### src/rtl/sram_arbiter.sv
// sram_arbiter: round-robin two-master arbiter for the external SRAM port,
// grant locked per transaction, with a watchdog that force-completes hung slave accesses.
module sram_arbiter #(
  parameter int unsigned            ADDR_WIDTH     = 19,
  parameter int unsigned            DATA_WIDTH     = 32,
  parameter int unsigned            TIMEOUT_CYCLES = 1024,
  parameter logic [DATA_WIDTH-1:0]  TIMEOUT_DATA   = 32'hDEAD_BEEF
) (
  input  logic                    clk_i,
  input  logic                    rst_i,
  input  logic                    m0_valid_i,
  input  logic [ADDR_WIDTH-1:0]   m0_addr_i,
  input  logic [DATA_WIDTH-1:0]   m0_wdata_i,
  input  logic [DATA_WIDTH/8-1:0] m0_wstrb_i,
  output logic [DATA_WIDTH-1:0]   m0_rdata_o,
  output logic                    m0_ready_o,
  input  logic                    m1_valid_i,
  input  logic [ADDR_WIDTH-1:0]   m1_addr_i,
  input  logic [DATA_WIDTH-1:0]   m1_wdata_i,
  input  logic [DATA_WIDTH/8-1:0] m1_wstrb_i,
  output logic [DATA_WIDTH-1:0]   m1_rdata_o,
  output logic                    m1_ready_o,
  output logic                    s_valid_o,
  output logic [ADDR_WIDTH-1:0]   s_addr_o,
  output logic [DATA_WIDTH-1:0]   s_wdata_o,
  output logic [DATA_WIDTH/8-1:0] s_wstrb_o,
  input  logic [DATA_WIDTH-1:0]   s_rdata_i,
  input  logic                    s_ready_i,
  output logic [1:0]              grant_o,
  output logic                    err_o,
  input  logic                    err_clr_i
);
  localparam int unsigned CW = TIMEOUT_CYCLES > 0 ? $clog2(TIMEOUT_CYCLES + 1) : 1;
  localparam bit WD_EN = TIMEOUT_CYCLES > 0;
  localparam logic [CW-1:0] CNT_LAST = CW'(TIMEOUT_CYCLES > 0 ? TIMEOUT_CYCLES - 1 : 0);
  localparam logic [CW-1:0] CNT_MAX = CW'(TIMEOUT_CYCLES);
  typedef enum logic [1:0] {IDLE, GNT0, GNT1} state_t;
  state_t        r_state;
  state_t        w_next;
  logic          r_last;
  logic [CW-1:0] r_cnt;
  logic          r_err;
  logic          w_gnt0;
  logic          w_gnt1;
  logic          w_gnt;
  logic          w_timeout;
  logic          w_done;
  assign w_gnt0    = r_state == GNT0;
  assign w_gnt1    = r_state == GNT1;
  assign w_gnt     = w_gnt0 | w_gnt1;
  assign w_timeout = WD_EN && w_gnt && !s_ready_i && r_cnt == CNT_LAST;
  assign w_done    = w_gnt && (s_ready_i || w_timeout);
  assign s_valid_o  = w_gnt;
  assign s_addr_o   = w_gnt1 ? m1_addr_i  : w_gnt0 ? m0_addr_i  : '0;
  assign s_wdata_o  = w_gnt1 ? m1_wdata_i : w_gnt0 ? m0_wdata_i : '0;
  assign s_wstrb_o  = w_gnt1 ? m1_wstrb_i : w_gnt0 ? m0_wstrb_i : '0;
  assign grant_o    = {w_gnt1, w_gnt0};
  assign m0_ready_o = w_gnt0 && w_done;
  assign m1_ready_o = w_gnt1 && w_done;
  assign m0_rdata_o = (w_gnt0 && w_timeout) ? TIMEOUT_DATA : s_rdata_i;
  assign m1_rdata_o = (w_gnt1 && w_timeout) ? TIMEOUT_DATA : s_rdata_i;
  assign err_o      = r_err;
  // r_last=1 means master 1 was served last, so a tie goes to master 0
  always_comb begin
    w_next = r_state;
    if (r_state == IDLE)
      w_next = (m0_valid_i && m1_valid_i) ? (r_last ? GNT0 : GNT1) :
               m0_valid_i ? GNT0 : m1_valid_i ? GNT1 : IDLE;
    else if (w_done)
      w_next = IDLE;
  end
  always_ff @(posedge clk_i or negedge rst_i) begin
    if (!rst_i) begin
      r_state <= IDLE;
      r_last  <= 1'b1;
      r_cnt   <= '0;
      r_err   <= 1'b0;
    end else begin
      r_state <= w_next;
      if (w_done)
        r_last <= w_gnt1;
      r_cnt <= (!w_gnt || w_done) ? '0 : (r_cnt == CNT_MAX ? r_cnt : r_cnt + 1'b1);
      r_err <= w_timeout | (r_err & ~err_clr_i);
    end
  end
endmodule

### config.mk
export PLATFORM = sky130hd
export DESIGN_NAME = sram_arbiter
export DESIGN_NICKNAME = d
export VERILOG_FILES = /design/src/rtl/sram_arbiter.sv
export SDC_FILE = /design/constraint.sdc
export NUM_CORES = 1
export LEC_CHECK = 0
export CAP_MARGIN = 20
export CORE_AREA = 2 2 107 109
export DETAILED_ROUTE_END_ITERATION = 8
export DIE_AREA = 0 0 109 111
export GPL_ROUTABILITY_DRIVEN = 1
export SLEW_MARGIN = 20
export SYNTH_ARGS = -nofsm -noshare
export SYNTH_HDL_FRONTEND = slang
export SYNTH_SLANG_ARGS = --single-unit
### constraint.sdc
create_clock -name clk_i -period 2.24 [get_ports clk_i]
set_input_delay 0.224 -clock clk_i [delete_from_list [all_inputs] [get_ports clk_i]]
set_output_delay 0.224 -clock clk_i [all_outputs]
set_load 0.01 [all_outputs]
==> results.tsv <==
stage	metric	value	unit
critical_path	worst-path maximum fanout	8	
finish	ratio of cells with drive above 1 in the final layout	22.4	%
clock_tree	number of buffers inserted for hold repair after clock tree synthesis	0	
critical_path	most numerous cell on the critical path	sky130_fd_sc_hd__buf_4	
critical_path	capturing point of the worst reg2reg path	r_cnt[10]$_DFFE_PN0P_	
clock_tree	Clock Root Buffer	sky130_fd_sc_hd__clkbuf_16	
yosys	Mapped Nets	488	
floorplanning	# IOs	273	
sta	slew margin rel.	54.1	%
clock_tree	Max clock buf depth	2	
floorplanning	chip width	109	um
clock_tree	maximum level of the CTS H-tree	1	
route	post-DR wirelength/cell	15.0	um
flow_run	max-cap viol count	0	
clock_tree	clock sink total	15	
floorplanning	Rows	39	
floorplanning	total die area	12100	um2
route	wirelength, routed	11600	um
sta	share of the cycle needed by the critical path after routing	101	%
power_and_ir_drop	Pwr Density	196	nW/um2
yosys	Yosys top cell by area	sky130_fd_sc_hd__nand2_1	
power_and_ir_drop	post-layout power	1.06	mW
critical_path	setup slack of the worst register-to-register path	0.01	ns
worst_hold_path	Tightest Hold Check Type	in2async	
sta	min Tclk post-route	2.27	ns
finish	ant diodes	0	
yosys	area share of the largest cell type after synthesis	20.3	%
power_and_ir_drop	Net Sw Frac	21.6	%
yosys	cell area after technology mapping	2070	um2
sta	final worst-path setup slack	-0.0327	ns
critical_path	CP Capture Type	output pin	
clock_tree	CTS tree	done	
route	per-cell via count in the routed design	4.30	
power_and_ir_drop	combinational power share	41.6	%
power_and_ir_drop	worst vdd rail ir drop	0.000216	V
sta	Finish-stage setup viols	2	
floorplanning	placeable core region	11100	um2
grt	global-route wire length before repair	15800	um
grt	GRT Resource Usage Total	16.3	%
critical_path	number of cells on the worst reg-to-reg path	15	
route	number of remaining DRC errors	0	
critical_path	R2R Path Start	r_cnt[1]$_DFFE_PN0P_	
sta	upper clock frequency limit	440	MHz
floorplanning	initial core utilization	18.7	%
status	failing checks	negative setup slack	
yosys	Seq/Total Area, Yosys	18.2	%
finish	Layout Nets	783	
sta	worst clock skew on the final layout	0.00225	ns
finish	final standard cell utilization of the core	48.7	%
critical_path	Cell Chain, Critical Path	ha_2, nand4_1, buf_4, nor4b_4, buf_4, nand3_4, clkbuf_16, buf_4, nand2b_4, buf_6	
sta	Worst-Margin Slew	0.687	ns
grt	largest net degree at the start of global routing	50	
finish	most frequent cells in the layout	sky130_fd_sc_hd__clkdlybuf4s50_1, sky130_fd_sc_hd__nand2_1, sky130_fd_sc_hd__o21ai_0, sky130_fd_sc_hd__nand2b_1, sky130_fd_sc_hd__clkbuf_2	
critical_path	category of the critical setup timing path	reg2out	
finish	fill count	1125	
yosys	Cell variety after synth	36	
status	status	finished with violations	
critical_path	Worst EP arrival	2.05	ns
critical_path	CP peak stage delay	0.35	ns
power_and_ir_drop	design internal power	0.830	mW
clock_tree	clock transition at the registers of the reported paths	0.05	ns
clock_tree	number of buffers created by CTS	3	
critical_path	required time of the worst setup path	2.02	ns
critical_path	library cell contributing the largest single delay on the critical path	sky130_fd_sc_hd__dfrtp_1	
route	ANT nets after route	0	
sta	Hold Violations, Final	0	
sta	setup repair after global routing missed its margin	true	
clock_tree	clock latency on the worst-skew pair	0.25	ns
grt	total congestion overflow	0	
grt	antenna violations before repair	0	
finish	area occupied by multi-input gates	1650	um2
finish	area delta synth->final	161	%
yosys	synthesis-stage register bit count	15	
route	detailed-route via count	3319	
power_and_ir_drop	static leakage power	2.57	nW
sta	number of max-slew violations in the final report	0	
placed_design	number of input and output port buffers inserted	272	
route	drt first pass iters	4	
finish	leading cell type in the layout, fill and taps excluded	sky130_fd_sc_hd__clkdlybuf4s50_1	
finish	Seq. cell area	377	um2
power_and_ir_drop	P_sw	0.229	mW
placed_design	Final GP Congestion	0.831	
power_and_ir_drop	clock power share	32.7	%
route	detailed router's first-iteration violation count	122	
grt	vias in the first global route	3136	
floorplanning	die outline height	111	um
power_and_ir_drop	part of the total power dissipated in sequential elements	25.7	%
yosys	Mapped Avg Cell Area	6.17	um2
critical_path	critical path launch point type	flop	
yosys	number of warning messages in the yosys log	0	
yosys	dominant cells by area after synthesis	sky130_fd_sc_hd__nand2_1, sky130_fd_sc_hd__dfrtp_1, sky130_fd_sc_hd__nand2b_1, sky130_fd_sc_hd__o21ai_0, sky130_fd_sc_hd__and2_1	
placed_design	DP HPWL	8570	um
yosys	cell count after synthesis	335	
## area by class of cell
cell class	instances	area share (%)
clock buffer	4	1.46
inverter	5	0.348
multi-input combinational	288	30.6
sequential	15	6.99
tap	143	3.32
timing repair buffer	317	57.3
## timing repair
action,CTS,global route
pin swaps,2,18
gates cloned,0,8
buffers inserted,15,6
resized for setup,77,217
endpoints found under the setup margin,86,117
## power by group through the flow
stage               clock [mW]  sequential (mW)  combinational (mW)
detailed placement           0            0.276               0.467
CTS                      0.352            0.272               0.425
floorplan                    0            0.276              0.0794
global route             0.364            0.271               0.469
global placement             0            0.276               0.465
finish                   0.346            0.272               0.440
## synth_stat cells
cell                         n
sky130_fd_sc_hd__mux2i_1     1
sky130_fd_sc_hd__clkbuf_1   13
sky130_fd_sc_hd__buf_4       2
sky130_fd_sc_hd__a211o_1     1
sky130_fd_sc_hd__o21ai_0    53
sky130_fd_sc_hd__nand2b_1   50
sky130_fd_sc_hd__and2_4      3
sky130_fd_sc_hd__buf_1       4
sky130_fd_sc_hd__a22o_1      3
sky130_fd_sc_hd__nor3_1      2
sky130_fd_sc_hd__nand3b_1    1
sky130_fd_sc_hd__nor4b_1     1
sky130_fd_sc_hd__nand3_1     5
sky130_fd_sc_hd__buf_2       6
sky130_fd_sc_hd__and2_1     15
sky130_fd_sc_hd__nand2_1   112
sky130_fd_sc_hd__a21oi_1     1
sky130_fd_sc_hd__nand4_1     2
sky130_fd_sc_hd__nor2b_1     2
sky130_fd_sc_hd__nand4b_1    2
sky130_fd_sc_hd__buf_6       2
sky130_fd_sc_hd__dfstp_2     1
sky130_fd_sc_hd__nor2_1     11
sky130_fd_sc_hd__nor4_1      1
sky130_fd_sc_hd__dfrtp_1    14
sky130_fd_sc_hd__nand4_2     1
sky130_fd_sc_hd__inv_1       5
sky130_fd_sc_hd__xor2_1      4
sky130_fd_sc_hd__o31ai_1     2
sky130_fd_sc_hd__xnor2_1     4
sky130_fd_sc_hd__nor4b_4     1
sky130_fd_sc_hd__ha_1        5
sky130_fd_sc_hd__mux2_1      1
sky130_fd_sc_hd__and4_1      1
sky130_fd_sc_hd__nand3_2     2
sky130_fd_sc_hd__o21a_1      1
## worst max path at each step
stage / start / to
3_3_place_gp: r_cnt[0]$_DFFE_PN0P_ / m1_ready_o
2_1_floorplan: r_cnt[0]$_DFFE_PN0P_ / m1_rdata_o[14]
6_report: r_cnt[1]$_DFFE_PN0P_ / m1_rdata_o[1]
3_5_place_dp: r_state[0]$_DFFE_PN0P_ / m0_rdata_o[18]
4_1_cts: r_cnt[0]$_DFFE_PN0P_ / r_cnt[10]$_DFFE_PN0P_
5_1_grt: r_cnt[1]$_DFFE_PN0P_ / m1_rdata_o[1]
## cells by family (layout without fill, tap and decap cells)
kind of cell	after synthesis	in the layout	synth area share, %
AO/OA/AOI/OAI	61	61	15.8
XOR/XNOR	8	8	3.39
adder cells (fa/ha/maj)	5	5	3.02
buffers and inverters	32	326	7.26
flip-flops	15	15	18.2
multiplexers	2	2	1.03
AND/OR/NAND/NOR	212	212	51.2
## sequential cells by signal, summed over array words and instances, names as in the netlist
signal	cells
r_last	1
r_cnt	11
r_state	2
err_o	1
## stage by stage
step / area, um2 / std cells / TNS (ns) / setup WS, ns / hold slack [ns]
detailed placement: 5060 / 742 / -0.122 / -0.0313 / 0.549
global route: 5390 / 772 / -0.818 / -0.0981 / 0.459
global placement: 5060 / 742 / 0 / 0.00195 / 0.522
CTS: 5190 / 761 / -1.24 / -0.249 / 0.433
floorplan: 2070 / 335 / 0 / 0.372 / -0.0716
finish: 5390 / 772 / -0.0570 / -0.0327 / 0.398
## layer usage
layer	part of all wire, %	up-vias	routed length [um]	track usage (%)
met2	53	154	6130	31.6
met4	1.9	0	219	4.44
met5	0	-	0	0
met1	36	1479	4190	16.5
li1	-	1670	-	-
met3	9.1	16	1050	4.29
## critical path, delay by kind of cell, from the launching register on
family | cells | cell delay [ns]
and+or+nand+nor | 4 | 0.49
buffers and inverters | 5 | 0.77
DFF | 1 | 0.35
adders and majority gates | 1 | 0.19
Note: power is estimated with default switching activity, not from simulation.
==> RTL change (same flow settings) <==
The 3 states of `state_t` get a one-hot encoding in 3 bits.
--- a/src/rtl/sram_arbiter.sv
+++ b/src/rtl/sram_arbiter.sv
@@ -35,5 +35,5 @@
   localparam logic [CW-1:0] CNT_LAST = CW'(TIMEOUT_CYCLES > 0 ? TIMEOUT_CYCLES - 1 : 0);
   localparam logic [CW-1:0] CNT_MAX = CW'(TIMEOUT_CYCLES);
-  typedef enum logic [1:0] {IDLE, GNT0, GNT1} state_t;
+  typedef enum logic [2:0] {IDLE = 3'b001, GNT0 = 3'b010, GNT1 = 3'b100} state_t;
   state_t        r_state;
   state_t        w_next;
Formal check against the unedited RTL: no difference found for any inputs over 10 cycles, from zero or initial values and one cycle with rst_i low; not proved beyond that.
==> RTL change against the unedited design <==
- setup slack improved by 73 ps
- power grew 3.6%
- wire length fell by 7.1%
- core utilization is 4.6 points lower
- largest cell class unchanged
- synthesized area shrank 10%
- cell area decreased by 9.4%
- cell count down 15%
- sequential cell count grew 1
- register-to-register slack improved by 490 ps
- largest power group unchanged
==> RTL change: results (changes against the unedited design) <==
| Metric | Value |
|---|---|
| Run status | completed |
| Reg-to-reg critical path endpoint | r_cnt[8] |
| Critical Path Sink | s_wdata_o[16] |
| CP Launch Point | r_state[0] |
| Crit path max-delay cell type | dfstp_2 |
| Largest regs | r_cnt x11, r_state x3 |
| GR Util met2 | 32.7% (+1.1 points) |
| Worst slew pin tran | 738 ps (+51.3 ps) |
| Switching Fraction | 21.1% (-0.49 points) |
| Worst reg2reg path depth | 6 (-9) |
| Leakage | 2.29 nW (-11%) |
| Wire length per cell | 16.3 um (+8.8%) |
| Post-Synth XOR/XNOR Area | 4.70% (+1.3 points) |
| WP data arrival | 1980 ps (-70 ps) |
| Global-route track usage on met3 | 4.59% (+0.29 points) |
| CP Max Fanout | 24 (+16) |
| Synth cell count leaders | a22o_1, nand2b_1, and2_1, nor2_1, dfrtp_1 |
| Met3 WL post-DR | 1210 um (+15%) |
| Unique cell type count in the Yosys netlist | 33 (-8.3%) |
| Clock power frac | 34.7% (+2.0 points) |
| DR vias | 2887 (-13%) |
| Top cells by area, synth | a22o_1, dfrtp_1, nand2b_1 |
| Final HPWL from detailed placement | 8610 um (+0.43%) |
| Fraction of layout cells with a size suffix above 1 | 19.2% (-3.2 points) |
| Tot Pwr | 1.10 mW (+3.6%) |
| GRT Util Overall | 16.6% (+0.32 points) |
| Fin crit share | 98.2% (-3.3 points) |
| Fillcell total | 1114 (-0.98%) |
| Pre-CTS setup slack | 28.5 ps (+59.8 ps) |
| Final nets | 667 (-15%) |
| Worst IR Drop VDD | 199 uV (-7.9%) |
| P_comb | 0.426 mW (-3%) |
| Synthesized Nets | 384 (-21%) |
| Compound-gate portion of the synthesized area | 29.8% (+14 points) |
| Post-Synth Adder-Cell Area | 1.34% (-1.7 points) |
| Met1 wire length | 3730 um (-11%) |
| Initial DRC Count | 139 (+14%) |
| WL met2 | 5770 um (-5.8%) |
[RTL change: timing repair]
action                                  in CTS  in global routing
hold buffers                                 0                  0
resized for setup                          190                 64
cloned                                       3                  1
setup buffers                                7                  4
endpoints found under the setup margin     121                 80
pin swaps                                    4                  4
[RTL change: through the flow]
stage	util [%]	instances	setup TNS [ps]	cell area, um^2	hold WS [ps]
2_1_floorplan	-	234	0	1860	-71.6
3_3_place_gp	43.8	643	0	4860	495
3_5_place_dp	43.8	643	0	4860	501
4_1_cts	44.4	657	-394	4910	465
5_1_grt	44.1	659	-153	4880	482
6_report	44.1	659	0	4880	421
[RTL change: layout make-up]
| type | instances | share of cell area, % |
|---|---|---|
| flip-flops and latches | 16 | 8.25 |
| repair buffers | 300 | 57.3 |
| well taps | 143 | 3.67 |
| inverters | 8 | 0.666 |
| multi-input cells | 188 | 28.3 |
| clock buffers | 4 | 1.82 |
